## src/rtl/fir_bcd_display_if.sv

```systemverilog
// Bus between the FIR output stage and its consumer.
//   load/din : capture strobe and 16-bit value to convert (consumer -> stage)
//   busy     : conversion in progress
//   valid    : one-cycle pulse, bcd/ovf just updated
//   bcd/ovf  : five BCD digits and ten-thousands-nonzero flag
//   an/seg   : active-low digit enables and gfedcba segments
interface fir_bcd_display_if;
  logic        load;
  logic [15:0] din;
  logic        busy;
  logic        valid;
  logic [19:0] bcd;
  logic        ovf;
  logic [3:0]  an;
  logic [6:0]  seg;

  modport master (
    output load, din,
    input  busy, valid, bcd, ovf, an, seg
  );

  modport slave (
    input  load, din,
    output busy, valid, bcd, ovf, an, seg
  );
endinterface

```

## src/rtl/fir_bcd_display.sv

```systemverilog
// FIR output stage: captures a 16-bit value, converts it to five BCD digits
// with a 16-cycle shift-and-add-3 engine and scans the low four digits onto
// a common-anode seven-segment display.
//   clk, rst : clock, asynchronous active-high reset
//   bus      : fir_bcd_display_if.slave (load/din in; busy/valid/bcd/ovf/an/seg out)
module fir_bcd_display #(
  parameter int unsigned REFRESH_DIV = 50000,
  parameter bit          LZB         = 1'b1
) (
  input  logic              clk,
  input  logic              rst,
  fir_bcd_display_if.slave  bus
);

  localparam int unsigned DW = 16;
  localparam int unsigned BW = 20;
  localparam int unsigned CW = (REFRESH_DIV > 1) ? $clog2(REFRESH_DIV) : 1;

  typedef enum logic {IDLE, SHIFT} state_t;

  state_t          state;
  logic [DW-1:0]   sr;
  logic [BW-1:0]   acc;
  logic [3:0]      i;
  logic [BW-1:0]   acc_adj_c;
  logic [BW+DW-1:0] shifted_c;

  // Add-3 correction on every nibble >= 5, then one left shift of {acc,sr}.
  always_comb begin
    acc_adj_c = acc;
    for (int n = 0; n < 5; n++) begin
      if (acc[n*4 +: 4] >= 4'd5) acc_adj_c[n*4 +: 4] = acc[n*4 +: 4] + 4'd3;
    end
    shifted_c = {acc_adj_c, sr} << 1;
  end

  // Conversion FSM; bcd/ovf are only written on the final iteration.
  always_ff @(posedge clk or posedge rst) begin
    if (rst) begin
      state     <= IDLE;
      sr        <= '0;
      acc       <= '0;
      i         <= '0;
      bus.busy  <= 1'b0;
      bus.valid <= 1'b0;
      bus.bcd   <= '0;
      bus.ovf   <= 1'b0;
    end else begin
      bus.valid <= 1'b0;
      case (state)
        IDLE: begin
          if (bus.load) begin
            sr       <= bus.din;
            acc      <= '0;
            i        <= '0;
            bus.busy <= 1'b1;
            state    <= SHIFT;
          end
        end
        SHIFT: begin
          acc <= shifted_c[BW+DW-1:DW];
          sr  <= shifted_c[DW-1:0];
          i   <= i + 4'd1;
          if (i == 4'd15) begin
            bus.bcd   <= shifted_c[BW+DW-1:DW];
            bus.ovf   <= |shifted_c[BW+DW-1:BW+DW-4];
            bus.valid <= 1'b1;
            bus.busy  <= 1'b0;
            state     <= IDLE;
          end
        end
        default: state <= IDLE;
      endcase
    end
  end

  function automatic logic [6:0] decode(input logic [3:0] d);
    case (d)
      4'd0:    decode = 7'b1000000;
      4'd1:    decode = 7'b1111001;
      4'd2:    decode = 7'b0100100;
      4'd3:    decode = 7'b0110000;
      4'd4:    decode = 7'b0011001;
      4'd5:    decode = 7'b0010010;
      4'd6:    decode = 7'b0000010;
      4'd7:    decode = 7'b1111000;
      4'd8:    decode = 7'b0000000;
      4'd9:    decode = 7'b0010000;
      default: decode = 7'b1111111;
    endcase
  endfunction

  logic [CW-1:0] cnt;
  logic [1:0]    idx;
  logic [3:0]    nib_c;
  logic          zero_above_c;
  logic          blank_c;

  // Select the scanned nibble; a digit is a leading zero when it and every
  // displayed digit above it are zero.
  always_comb begin
    nib_c        = bus.bcd[3:0];
    zero_above_c = 1'b0;
    case (idx)
      2'd0: nib_c = bus.bcd[3:0];
      2'd1: begin
        nib_c        = bus.bcd[7:4];
        zero_above_c = (bus.bcd[15:4] == 12'd0);
      end
      2'd2: begin
        nib_c        = bus.bcd[11:8];
        zero_above_c = (bus.bcd[15:8] == 8'd0);
      end
      default: begin
        nib_c        = bus.bcd[15:12];
        zero_above_c = (bus.bcd[15:12] == 4'd0);
      end
    endcase
    blank_c = LZB && !bus.ovf && zero_above_c;
  end

  // Free-running digit scan, independent of the conversion FSM.
  always_ff @(posedge clk or posedge rst) begin
    if (rst) begin
      cnt     <= '0;
      idx     <= '0;
      bus.an  <= 4'b1110;
      bus.seg <= 7'b1000000;
    end else begin
      if (cnt == CW'(REFRESH_DIV - 1)) begin
        cnt <= '0;
        idx <= idx + 2'd1;
      end else begin
        cnt <= cnt + CW'(1);
      end
      bus.an  <= ~(4'b0001 << idx);
      bus.seg <= blank_c ? 7'b1111111 : decode(nib_c);
    end
  end

endmodule

```

## src/flat_wrapper.sv

```systemverilog
// flat-port wrapper written by rule: the top's interface ports become plain ports
module fir_bcd_display_flat 
#(
  parameter int unsigned REFRESH_DIV = 50000,
  parameter bit          LZB         = 1'b1
)
  (clk, rst, bus_load, bus_din, bus_busy, bus_valid, bus_bcd, bus_ovf, bus_an, bus_seg);
  fir_bcd_display_if bus_i ();
  input  logic clk;
  input  logic rst;
  input wire logic [$bits(bus_i.load)-1:0] bus_load;
  input wire logic [$bits(bus_i.din)-1:0] bus_din;
  output wire logic [$bits(bus_i.busy)-1:0] bus_busy;
  output wire logic [$bits(bus_i.valid)-1:0] bus_valid;
  output wire logic [$bits(bus_i.bcd)-1:0] bus_bcd;
  output wire logic [$bits(bus_i.ovf)-1:0] bus_ovf;
  output wire logic [$bits(bus_i.an)-1:0] bus_an;
  output wire logic [$bits(bus_i.seg)-1:0] bus_seg;
  assign bus_i.load = bus_load;
  assign bus_i.din = bus_din;
  assign bus_busy = bus_i.busy;
  assign bus_valid = bus_i.valid;
  assign bus_bcd = bus_i.bcd;
  assign bus_ovf = bus_i.ovf;
  assign bus_an = bus_i.an;
  assign bus_seg = bus_i.seg;
  fir_bcd_display #(.REFRESH_DIV(REFRESH_DIV), .LZB(LZB)) u_core (.clk(clk), .rst(rst), .bus(bus_i));
endmodule
```

## config.mk

```make
export PLATFORM = sky130hd
export DESIGN_NAME = fir_bcd_display_flat
export DESIGN_NICKNAME = d
export VERILOG_FILES = /design/src/rtl/fir_bcd_display_if.sv /design/src/rtl/fir_bcd_display.sv /design/src/flat_wrapper.sv
export SDC_FILE = /design/constraint.sdc
export NUM_CORES = 1
export LEC_CHECK = 0
export ABC_CLOCK_PERIOD_IN_PS = 6000
export CORE_ASPECT_RATIO = 0.5
export CORE_MARGIN = 2
export CORE_UTILIZATION = 25
export CTS_CLUSTER_SIZE = 30
export DETAILED_ROUTE_END_ITERATION = 7
export SYNTH_ARGS = -nofsm -noshare
export SYNTH_HDL_FRONTEND = slang
export SYNTH_SLANG_ARGS = --single-unit
```

## constraint.sdc

```tcl
create_clock -name clk -period 6 [get_ports clk]
set_clock_uncertainty 0.15 [all_clocks]
set_input_delay 0.6 -clock clk [delete_from_list [all_inputs] [get_ports clk]]
set_output_delay 0.6 -clock clk [all_outputs]
set_load 0.05 [all_outputs]
```

==> run summary <==
Synth area leaders: dfrtp_1 49%, mux2i_1 7.5%, ha_1 5.5%, o21ai_0 4.7%, nand2_1 4.6%
Vias per inst: 4.48
Initial antenna violation count: 0
Total CTS buffers: 9
Setup crit end kind: flop
Slew Limit Fails: 0
Warnings from Yosys: 0
CP arrival: 2.50 ns
Most frequent cells in the layout: 88 x dfrtp_1, 56 x nand2_1, 52 x clkdlybuf4s50_1
EDFF count, synth: 0
Synthesized netlist net count: 482
Via Count: 3,277
CTS max path bufs: 2
Asr flop ratio synth: 100%
Ys flop type: dfrtp_1
Core Region: 0.0176 mm²
CTS Sinks: 93
Initial core utilization: 25.8%
Vias in the first global route: 3,272
Status: finished clean
Kind of critical path: reg -> reg
Skew-Pair Late Insertion Delay: 0.34 ns
Commonest non-fill, non-tap cell in the layout: dfrtp_1
Final GP Congestion: 0.769
Clock transition at the registers of the reported paths: 0.07 ns
Final net count: 532
Largest net degree at the start of global routing: 61
Clk root buf: clkbuf_16
Leakage: 2.58 nW
Die height: 99.4 µm
Synth unique cells: 41
Worst setup SP type: flop
DRC violations left: 0
Hold Buf Count CTS: 0
Worst hold path class: reg -> reg
Hold Vio Cnt, Final: 0
Slew margin rel.: 50.4%
CTS tree: done
Drt total wl: 9560 µm
Synthesized area: 0.00455 mm²
Post-route ant nets: 0
Final setup TNS: 0 ns
IO Port Bufs: 52
Syn Inst Count: 443
Final min period: 2.43 ns
Fmax: 0.412 GHz
Worst Path Max Fanout: 47
Post-layout util: 31.8%
Proportion of layout cells with a drive suffix above 1: 6.63%
Post-cts resize count: 0
Grt ovf: 0
Power per Cell Area: 502 mW/mm²
Wire per inst: 13.1 µm
# Max-Cap Violations: 0
Worst slack at placement: 3.48 ns
Yosys top cell area share: 48.9%
Die width: 195 µm
Register bit total from synthesis: 93
Synth area leader: dfrtp_1
Row cnt: 34
Setup Fix Bufs, Post-CTS: 0
Wire length of the first global-routing pass: 16,100 µm
Worst slew pin tran: 0.744 ns
Crit path required time: 6.07 ns
Final worst slack: 3.57 ns
Maximum vdd drop: 0.180 mV
Drt first-iter violations: 162
Pre-antenna DRT Iters: 4
Gr usage total: 10.4%
RSZ-0062 raised after global routing: false
Synth-to-Final Area Change: 23.0%
Total die area: 0.0194 mm²
N_diodes: 0
Period utilization: 40.5%
Endpoints failing setup: 0
Sequential area share after synthesis: 51.2%
H-tree depth: 3
Top-level I/O count: 53
Detailed placer's ending HPWL: 6740 µm
Syn Area/Cell: 10.3 µm²
where the power goes:
group,internal [W],leakage [nW],total (W),switching (W)
combinational,0.000495,1.27,0.00126,0.000762
clock,0.000303,0.137,0.000531,0.000228
sequential,0.000837,1.18,0.00102,0.000186
area by class of cell:
cell class / count / area, µm²
flip-flops and latches: 93 / 2330
fillers: 1812 / 12000
well taps: 234 / 293
inverters: 29 / 110
repair buffers: 56 / 551
multi-input cells: 304 / 2040
clock inverters: 2 / 10.0
clock buffers: 14 / 264
cell families (layout without fill, tap and decap cells):
kind of cell,after synthesis,in the layout,share of synthesized area [%]
mux,44,44,10.0
fa+ha+maj,20,20,5.50
xor+xnor,21,21,4.04
compound gates,85,85,11.1
flops,93,93,51.2
simple gates,134,134,14.1
buf+inv,46,101,3.96
state kept, by name (all words and copies together) (netlist names):
| register | cells |
|---|---|
| u_core.acc | 20 |
| u_core.bus.an | 4 |
| u_core.bus.bcd | 20 |
| u_core.bus.busy | 1 |
| u_core.bus.ovf | 1 |
| u_core.bus.seg | 7 |
| u_core.bus.valid | 1 |
| u_core.cnt | 16 |
| u_core.i | 4 |
| u_core.idx | 2 |
| u_core.sr | 16 |
| u_core.state | 1 |
cells in the mapped netlist (3+ instances only):
library cell	number
ha_1	20
clkbuf_1	11
nand3_1	9
dfrtp_1	89
and2_1	4
a222oi_1	4
nand2_1	56
a22o_1	3
nor2_1	25
xnor2_1	15
nor3b_1	9
nand4_1	7
nand2b_1	8
a21oi_1	18
o21ai_0	43
nor4_1	4
mux2_1	3
xor2_1	6
a21o_1	6
dfstp_2	4
inv_1	28
nor3_1	6
buf_2	6
mux2i_1	34
mux2_2	6
through the flow:
| step | power, W | hold WS (ns) | cell area [µm²] | cells |
|---|---|---|---|---|
| after floorplan | 0.00192 | 0.300 | 4550 | 443 |
| after global placement | 0.00228 | 0.312 | 5330 | 716 |
| after detailed placement | 0.00230 | 0.318 | 5330 | 716 |
| after CTS | 0.00284 | 0.335 | 5600 | 732 |
| after global routing | 0.00301 | 0.364 | 5600 | 732 |
| final | 0.00281 | 0.330 | 5600 | 732 |
per-layer routing:
metal	track usage, %	vias up	wire length (µm)
met5	0	-	0
met4	3.76	0	177
li1	-	1631	-
met1	13.7	1580	4600
met2	17.0	52	4490
met3	2.34	14	288
worst max-delay path, cell delays in order, from the launching register on:
cell	delay [ns]
dfrtp_2	0.67
buf_4	0.49
nand4_1	0.15
buf_4	0.26
clkinv_1	0.21
mux2_2	0.37
final timing paths:
kind | startpoint | to | slack [ns] | depth (start not counted)
worst max-delay path | u_core.state | u_core.bus.bcd[6] | 3.57 | 5
worst min-delay path | u_core.bus.bcd[17] | u_core.bus.bcd[17] | 0.33 | 2
worst max register to register | u_core.state | u_core.bus.bcd[6] | 3.57 | 5
worst min register to register | u_core.bus.bcd[17] | u_core.bus.bcd[17] | 0.33 | 2
max in group asynchronous | rst | u_core.state | 3.97 | 3
min in group asynchronous | rst | u_core.cnt[15] | 0.53 | 2
Power figures use the tool's default switching activity.
